## src/rtl/lc3_mmio_pkg.sv

```systemverilog
// Shared constants and types for the LC-3 memory-mapped I/O block.
package lc3_mmio_pkg;

  localparam logic [15:0] KBSR_A = 16'hFE00;
  localparam logic [15:0] KBDR_A = 16'hFE02;
  localparam logic [15:0] DSR_A  = 16'hFE04;
  localparam logic [15:0] DDR_A  = 16'hFE06;
  localparam logic [15:0] MCR_A  = 16'hFFFE;

  localparam logic [7:0] KB_VEC  = 8'h80;
  localparam logic [7:0] DSP_VEC = 8'h81;

  typedef enum logic [1:0] {
    SRC_NONE,
    SRC_KB,
    SRC_DSP
  } irq_src_e;

  // Vector delivered to the datapath for a given interrupt source.
  function automatic logic [7:0] src_vec(irq_src_e src);
    logic [7:0] vec;
    vec = 8'h00;
    if (src == SRC_KB) vec = KB_VEC;
    else if (src == SRC_DSP) vec = DSP_VEC;
    return vec;
  endfunction

endpackage

```

## src/rtl/lc3_kb_fifo.sv

```systemverilog
// Small synchronous FIFO holding received keyboard characters.
// Push is refused when full and pop is refused when empty, so callers may
// present raw requests.
module lc3_kb_fifo #(
  parameter int DEPTH = 4,
  parameter int WIDTH = 8
) (
  input  logic             clk,
  input  logic             rst,
  input  logic             push_i,
  input  logic [WIDTH-1:0] data_i,
  input  logic             pop_i,
  output logic [WIDTH-1:0] head_o,
  output logic             full_o,
  output logic             empty_o
);

  localparam int AW = $clog2(DEPTH);
  localparam logic [AW:0] FULL_CNT = (AW + 1)'(DEPTH);

  logic [WIDTH-1:0] mem_q [DEPTH];
  logic [AW-1:0]    wr_ptr_q;
  logic [AW-1:0]    rd_ptr_q;
  logic [AW:0]      count_q;
  logic             push_ok;
  logic             pop_ok;

  assign full_o  = (count_q == FULL_CNT);
  assign empty_o = (count_q == '0);
  assign push_ok = push_i & ~full_o;
  assign pop_ok  = pop_i & ~empty_o;
  assign head_o  = mem_q[rd_ptr_q];

  // Storage array; contents are meaningless while the count says empty.
  always_ff @(posedge clk) begin
    if (push_ok) mem_q[wr_ptr_q] <= data_i;
  end

  // Pointers wrap naturally at the power-of-two depth; the count tracks occupancy.
  always_ff @(posedge clk or posedge rst) begin
    if (rst) begin
      wr_ptr_q <= '0;
      rd_ptr_q <= '0;
      count_q  <= '0;
    end else begin
      if (push_ok) wr_ptr_q <= wr_ptr_q + 1'b1;
      if (pop_ok)  rd_ptr_q <= rd_ptr_q + 1'b1;
      case ({push_ok, pop_ok})
        2'b10:   count_q <= count_q + 1'b1;
        2'b01:   count_q <= count_q - 1'b1;
        default: count_q <= count_q;
      endcase
    end
  end

endmodule

```

## src/rtl/lc3_mmio_ctrl.sv

```systemverilog
// LC-3 I/O page: keyboard (KBSR/KBDR with receive FIFO), display (DSR/DDR),
// machine control register and the interrupt request generator.
module lc3_mmio_ctrl
  import lc3_mmio_pkg::*;
#(
  parameter int         KB_DEPTH = 4,
  parameter logic [2:0] KB_PRIO  = 3'd4
) (
  input  logic        clk,
  input  logic        rst,
  input  logic [15:0] addr,
  input  logic [15:0] wdata,
  input  logic        io_load,
  input  logic        io_rd,
  output logic [15:0] rdata,
  input  logic        kb_valid,
  input  logic [7:0]  kb_data,
  output logic        kb_ready,
  output logic        dsp_valid,
  output logic [7:0]  dsp_data,
  input  logic        dsp_ready,
  output logic        irq,
  output logic [2:0]  intp,
  output logic [7:0]  intv,
  output logic        mcr_run
);

  logic       fifo_full;
  logic       fifo_empty;
  logic [7:0] fifo_head;
  logic       kb_push;
  logic       kb_pop;

  logic       kie_q;
  logic       die_q;
  logic       mcr_run_q;
  logic       dsp_valid_q;
  logic [7:0] dsp_data_q;
  logic       dsp_idle;

  logic       wr_kbsr;
  logic       wr_dsr;
  logic       wr_ddr;
  logic       wr_mcr;

  logic       kb_cond;
  logic       dsp_cond;
  logic       kb_prev_q;
  logic       dsp_prev_q;
  logic       kb_pend_q;
  logic       kb_pend_d;
  logic       dsp_pend_q;
  logic       dsp_pend_d;
  irq_src_e   issue_src;
  logic       irq_q;
  logic [2:0] intp_q;
  logic [7:0] intv_q;

  logic       unused_wdata;

  // Only the enable bits, the display byte and the run bit are ever stored.
  assign unused_wdata = ^wdata[13:8];

  // kb_ready reflects the occupancy before any same-cycle pop.
  assign kb_ready = ~fifo_full;
  assign kb_push  = kb_valid & kb_ready;
  assign kb_pop   = io_rd & (addr == KBDR_A) & ~fifo_empty;

  lc3_kb_fifo #(
    .DEPTH (KB_DEPTH),
    .WIDTH (8)
  ) u_kb_fifo (
    .clk     (clk),
    .rst     (rst),
    .push_i  (kb_push),
    .data_i  (kb_data),
    .pop_i   (kb_pop),
    .head_o  (fifo_head),
    .full_o  (fifo_full),
    .empty_o (fifo_empty)
  );

  assign wr_kbsr = io_load & (addr == KBSR_A);
  assign wr_dsr  = io_load & (addr == DSR_A);
  assign wr_ddr  = io_load & (addr == DDR_A);
  assign wr_mcr  = io_load & (addr == MCR_A);

  // The display is idle exactly when no character is waiting to be taken.
  assign dsp_idle  = ~dsp_valid_q;
  assign dsp_valid = dsp_valid_q;
  assign dsp_data  = dsp_data_q;
  assign mcr_run   = mcr_run_q;
  assign irq       = irq_q;
  assign intp      = intp_q;
  assign intv      = intv_q;

  // Read mux for the I/O page; unmapped addresses read as zero.
  always_comb begin
    rdata = 16'h0000;
    case (addr)
      KBSR_A:  rdata = {~fifo_empty, kie_q, 14'b0};
      KBDR_A:  rdata = fifo_empty ? 16'h0000 : {8'h00, fifo_head};
      DSR_A:   rdata = {dsp_idle, die_q, 14'b0};
      DDR_A:   rdata = {8'h00, dsp_data_q};
      MCR_A:   rdata = {mcr_run_q, 15'b0};
      default: rdata = 16'h0000;
    endcase
  end

  // Software-writable control bits: interrupt enables and machine-run.
  always_ff @(posedge clk or posedge rst) begin
    if (rst) begin
      kie_q     <= 1'b0;
      die_q     <= 1'b0;
      mcr_run_q <= 1'b1;
    end else begin
      if (wr_kbsr) kie_q     <= wdata[14];
      if (wr_dsr)  die_q     <= wdata[14];
      if (wr_mcr)  mcr_run_q <= wdata[15];
    end
  end

  // Display output register: a DDR store is only taken while idle and the
  // byte stays frozen until the consumer accepts it.
  always_ff @(posedge clk or posedge rst) begin
    if (rst) begin
      dsp_valid_q <= 1'b0;
      dsp_data_q  <= 8'h00;
    end else if (wr_ddr && dsp_idle) begin
      dsp_valid_q <= 1'b1;
      dsp_data_q  <= wdata[7:0];
    end else if (dsp_valid_q && dsp_ready) begin
      dsp_valid_q <= 1'b0;
    end
  end

  // Pending flags latch a rising condition and drop once issued or once the
  // condition goes away; keyboard has precedence when both are waiting.
  always_comb begin
    kb_cond  = ~fifo_empty & kie_q;
    dsp_cond = dsp_idle & die_q;
    issue_src = SRC_NONE;
    if (kb_pend_q)       issue_src = SRC_KB;
    else if (dsp_pend_q) issue_src = SRC_DSP;
    kb_pend_d  = (kb_cond & ~kb_prev_q) |
                 (kb_pend_q & kb_cond & (issue_src != SRC_KB));
    dsp_pend_d = (dsp_cond & ~dsp_prev_q) |
                 (dsp_pend_q & dsp_cond & (issue_src != SRC_DSP));
  end

  // Edge history, pending flags and the registered one-cycle request pulse.
  always_ff @(posedge clk or posedge rst) begin
    if (rst) begin
      kb_prev_q  <= 1'b0;
      dsp_prev_q <= 1'b0;
      kb_pend_q  <= 1'b0;
      dsp_pend_q <= 1'b0;
      irq_q      <= 1'b0;
      intp_q     <= 3'd0;
      intv_q     <= 8'h00;
    end else begin
      kb_prev_q  <= kb_cond;
      dsp_prev_q <= dsp_cond;
      kb_pend_q  <= kb_pend_d;
      dsp_pend_q <= dsp_pend_d;
      irq_q      <= (issue_src != SRC_NONE);
      if (issue_src != SRC_NONE) begin
        intp_q <= KB_PRIO;
        intv_q <= src_vec(issue_src);
      end
    end
  end

endmodule

```

## config.mk

```make
export PLATFORM = sky130hd
export DESIGN_NAME = lc3_mmio_ctrl
export DESIGN_NICKNAME = d
export VERILOG_FILES = /design/src/rtl/lc3_mmio_pkg.sv /design/src/rtl/lc3_kb_fifo.sv /design/src/rtl/lc3_mmio_ctrl.sv
export SDC_FILE = /design/constraint.sdc
export NUM_CORES = 1
export LEC_CHECK = 0
export ABC_CLOCK_PERIOD_IN_PS = 4000
export CAP_MARGIN = 10
export CORE_UTILIZATION = 46
export DETAILED_ROUTE_END_ITERATION = 12
export PLACE_DENSITY = 0.9
export SETUP_SLACK_MARGIN = 0.1
export SLEW_MARGIN = 20
export SYNTH_ARGS = -nofsm -noshare
export SYNTH_HDL_FRONTEND = slang
export SYNTH_SLANG_ARGS = --single-unit
```

## constraint.sdc

```tcl
create_clock -name clk -period 4 [get_ports clk]
set_input_delay 0.8 -clock clk [delete_from_list [all_inputs] [get_ports clk]]
set_output_delay 0.8 -clock clk [all_outputs]
set_load 0.02 [all_outputs]
```

==> flow_metrics.py <==
metrics = {
    "run_status": {
        "status": "finished, final reports clean",
    },
    "power_and_ir_drop": {
        "power_mw": 1.57,
        "ir_worst_vdd_uv": 261,
        "power_density_nw_per_um2": 440,
        "power.leakage_nw": 1.43,
    },
    "synth": {
        "synth_area_leader_cell": "edfxtp_1",
        "synth_area_leaders": "edfxtp_1 35%, dfrtp_1 24%, mux4_2 6.7%",
        "synth_cell_types": 42,
        "synth-main-ff-cell": "edfxtp_1",
        "async_reset_ff_frac": 0.458,
        "synth_warnings": 0,
        "synth_top_area_share": 0.355,
        "syn_area_sq_um": 2710,
        "syn_inst": 174,
        "syn-mean-instance-area_sq_um": 15.6,
        "synth_edf_count": 32,
        "ys_ff_latch": 59,
        "seq_area_frac_synth": 0.605,
    },
    "setup_path": {
        "cp_num_buf_inv": 2,
        "crit_chain": "clkdlybuf4s50_1, nor4_4, and4bb_4, and3_2, a32o_1, clkdlybuf4s50_1",
        "startpoint_type": "input pin",
        "worstSetupStartpoint": "addr[8]",
        "cp.required_ns": 3.20,
        "worstRegToRegCells": 10,
        "r2r-start": "u_kb_fifo.count_q[2]",
        "cpPeakStageDelay_ns": 0.60,
        "worst_path_max_delay_cell": "clkdlybuf4s50_1",
        "rr_endpoint": "u_kb_fifo.count_q[2]",
        "crit_path_max_fanout": 8,
        "rrSetupSlack_ns": 1.79,
        "endpoint_kind": "primary output",
        "cp_top_family": "buffers and inverters",
        "path_common_cell": "clkdlybuf4s50_1",
        "crit_arrival_ns": 2.91,
        "worstSetupPathType": "input pin to primary output",
    },
    "timing": {
        "hold_violations": 0,
        "period_minus_slack_ns": 3.71,
        "tns_ns": 0,
        "slew_headroom": 0.574,
        "fin_ws_ns": 0.294,
        "finClkSkew_ns": 0.00599,
        "fmax_mhz": 270,
        "setup_violations": 0,
        "fin_crit_sh": 0.926,
        "worstMarginPinSlew_ns": 0.639,
        "rsz0062_at_grt": "false",
        "report.final.slew_viol_count": 0,
    },
    "routing": {
        "via_per_inst": 5.18,
        "route.detailed.drc": 0,
        "dr.pass1.iters": 4,
        "ant_nets": 0,
        "drt_iter0_markers": 68,
        "drt-total-wl_um": 4980,
        "wl_per_cell_um": 15.5,
        "vias": 1668,
    },
    "job": {
        "cap_viol_max_count": 0,
    },
    "cells_and_area": {
        "fin_util": 0.638,
        "syn_to_final_growth_pct": 31.4,
        "antenna_cells": 0,
        "nets": 297,
        "final_cell_mix": "64 x clkdlybuf4s50_1, 32 x edfxtp_1, 26 x dfrtp_1",
        "drive_above_1_share": 0.192,
        "num-fill-cells": 405,
        "finalNonFillerCells": 322,
        "layout_commonest_cell": "clkdlybuf4s50_1",
    },
    "clock_tree": {
        "cts_buffers": 9,
        "ctsHoldBuffers": 0,
        "cts_max_level": 3,
        "cts_sinks": 59,
        "clockBufferDepth": 2,
        "root_buffer": "clkbuf_8",
        "worstSkewPairLatency_ns": 0.33,
        "post_cts_resized": 0,
        "cts_tree": "done",
        "clk_pin_slew_ns": 0.06,
        "post_cts_buffers": 0,
    },
    "global_route": {
        "grt_pass1_vias": 1728,
        "grt_pass1_wl_um": 7930,
        "grt_start_max_net_pins": 28,
        "grt_util_met1": 0.211,
        "grt_usage": 0.176,
        "top_usage_layer": "met2",
        "grtUsageMet3": 0.0540,
        "antenna_found_initial": 0,
        "met2_usage": 0.277,
        "overflow": 0,
    },
    "die": {
        "rows": 27,
        "core_area_sq_um": 5570,
        "initial_core_util": 0.486,
        "die_area_sq_um": 6200,
        "die_h_um": 78.7,
        "chipWidth_um": 78.7,
        "io-pin-count": 85,
    },
    "hold_path": {
        "hold_class": "register to register",
        "min_to": "kb_pend_q",
        "min_from": "kb_prev_q",
        "min_path_cells": 1,
    },
    "place": {
        "dp_cells": 306,
        "port_buffers": 64,
        "globalplace.congestion": 0.775,
        "place_ws_ns": 0.288,
        "place_hpwl_um": 3780,
    },
}
[final cells by class]
type / instances / area (sq um) / area share
clock inverters: 5 / 51.3 / 0.0144
flip-flops and latches: 59 / 1640 / 0.460
clock buffers: 11 / 151 / 0.0425
inverters: 8 / 30.0 / 0.00844
well taps: 72 / 90.1 / 0.0253
repair buffers: 66 / 656 / 0.184
multi-input cells: 101 / 942 / 0.265
[worst max-delay path by stage]
stage | to | cells past startpoint | slack [ns]
3_3_place_gp | rdata[6] | 6 | 0.32
2_1_floorplan | u_kb_fifo.count_q[2] | 10 | 1.27
3_5_place_dp | rdata[6] | 6 | 0.29
5_1_grt | rdata[6] | 6 | 0.20
6_report | rdata[6] | 6 | 0.29
4_1_cts | rdata[6] | 6 | 0.28
[state kept, by name (all words and copies together), names as in the netlist]
register and count:
intp 1, u_kb_fifo.count_q 3, die_q 1, kie_q 1, dsp_prev_q 1, irq 1
intv 2, dsp_pend_q 1, u_kb_fifo.mem_q 32, u_kb_fifo.rd_ptr_q 2, u_kb_fifo.wr_ptr_q 2, kb_prev_q 1
mcr_run 1, dsp_data 8, kb_pend_q 1, dsp_valid 1
[cells in the mapped netlist, types with 2 or more instances]
library cell,instances
edfxtp_1,32
dfrtp_1,26
buf_4,15
a32o_1,8
inv_1,8
mux2_4,8
mux4_2,8
nor2_1,8
nand4_1,6
and3_1,5
ha_1,5
mux2_2,4
nand2_1,3
nor2b_1,3
xnor2_1,3
mux2i_1,2
nand3_1,2
o21ai_0,2
or3_1,2
xor2_1,2
[power breakdown]
part           internal, mW  total [mW]  switching, mW
sequential            0.743       0.781         0.0376
clock                 0.317       0.534          0.217
combinational         0.111       0.251          0.140
total                  1.17        1.57          0.394
[layer usage]
layer	share of wire	routed length, um	vias to the layer above
met2	0.51	2530	70
li1	-	-	762
met1	0.40	2010	824
met5	0	0	-
met3	0.061	304	12
met4	0.026	129	0
[cells by family after synthesis]
logic type,synth area share
DFF,0.605
adders and majority gates,0.0305
buffers and inverters,0.0652
AOI/OAI and AO/OA,0.0379
xor gates and xnor gates,0.0222
muxes,0.135
and+or+nand+nor,0.103
other,0.00138
[per-stage QoR]
stage / instance area (sq um) / hold slack (ns)
after floorplan: 2760 / 0.378
after global placement: 3360 / 0.383
after detailed placement: 3360 / 0.388
after CTS: 3560 / 0.396
after global routing: 3560 / 0.431
final: 3560 / 0.397
Power figures use the tool's default switching activity.
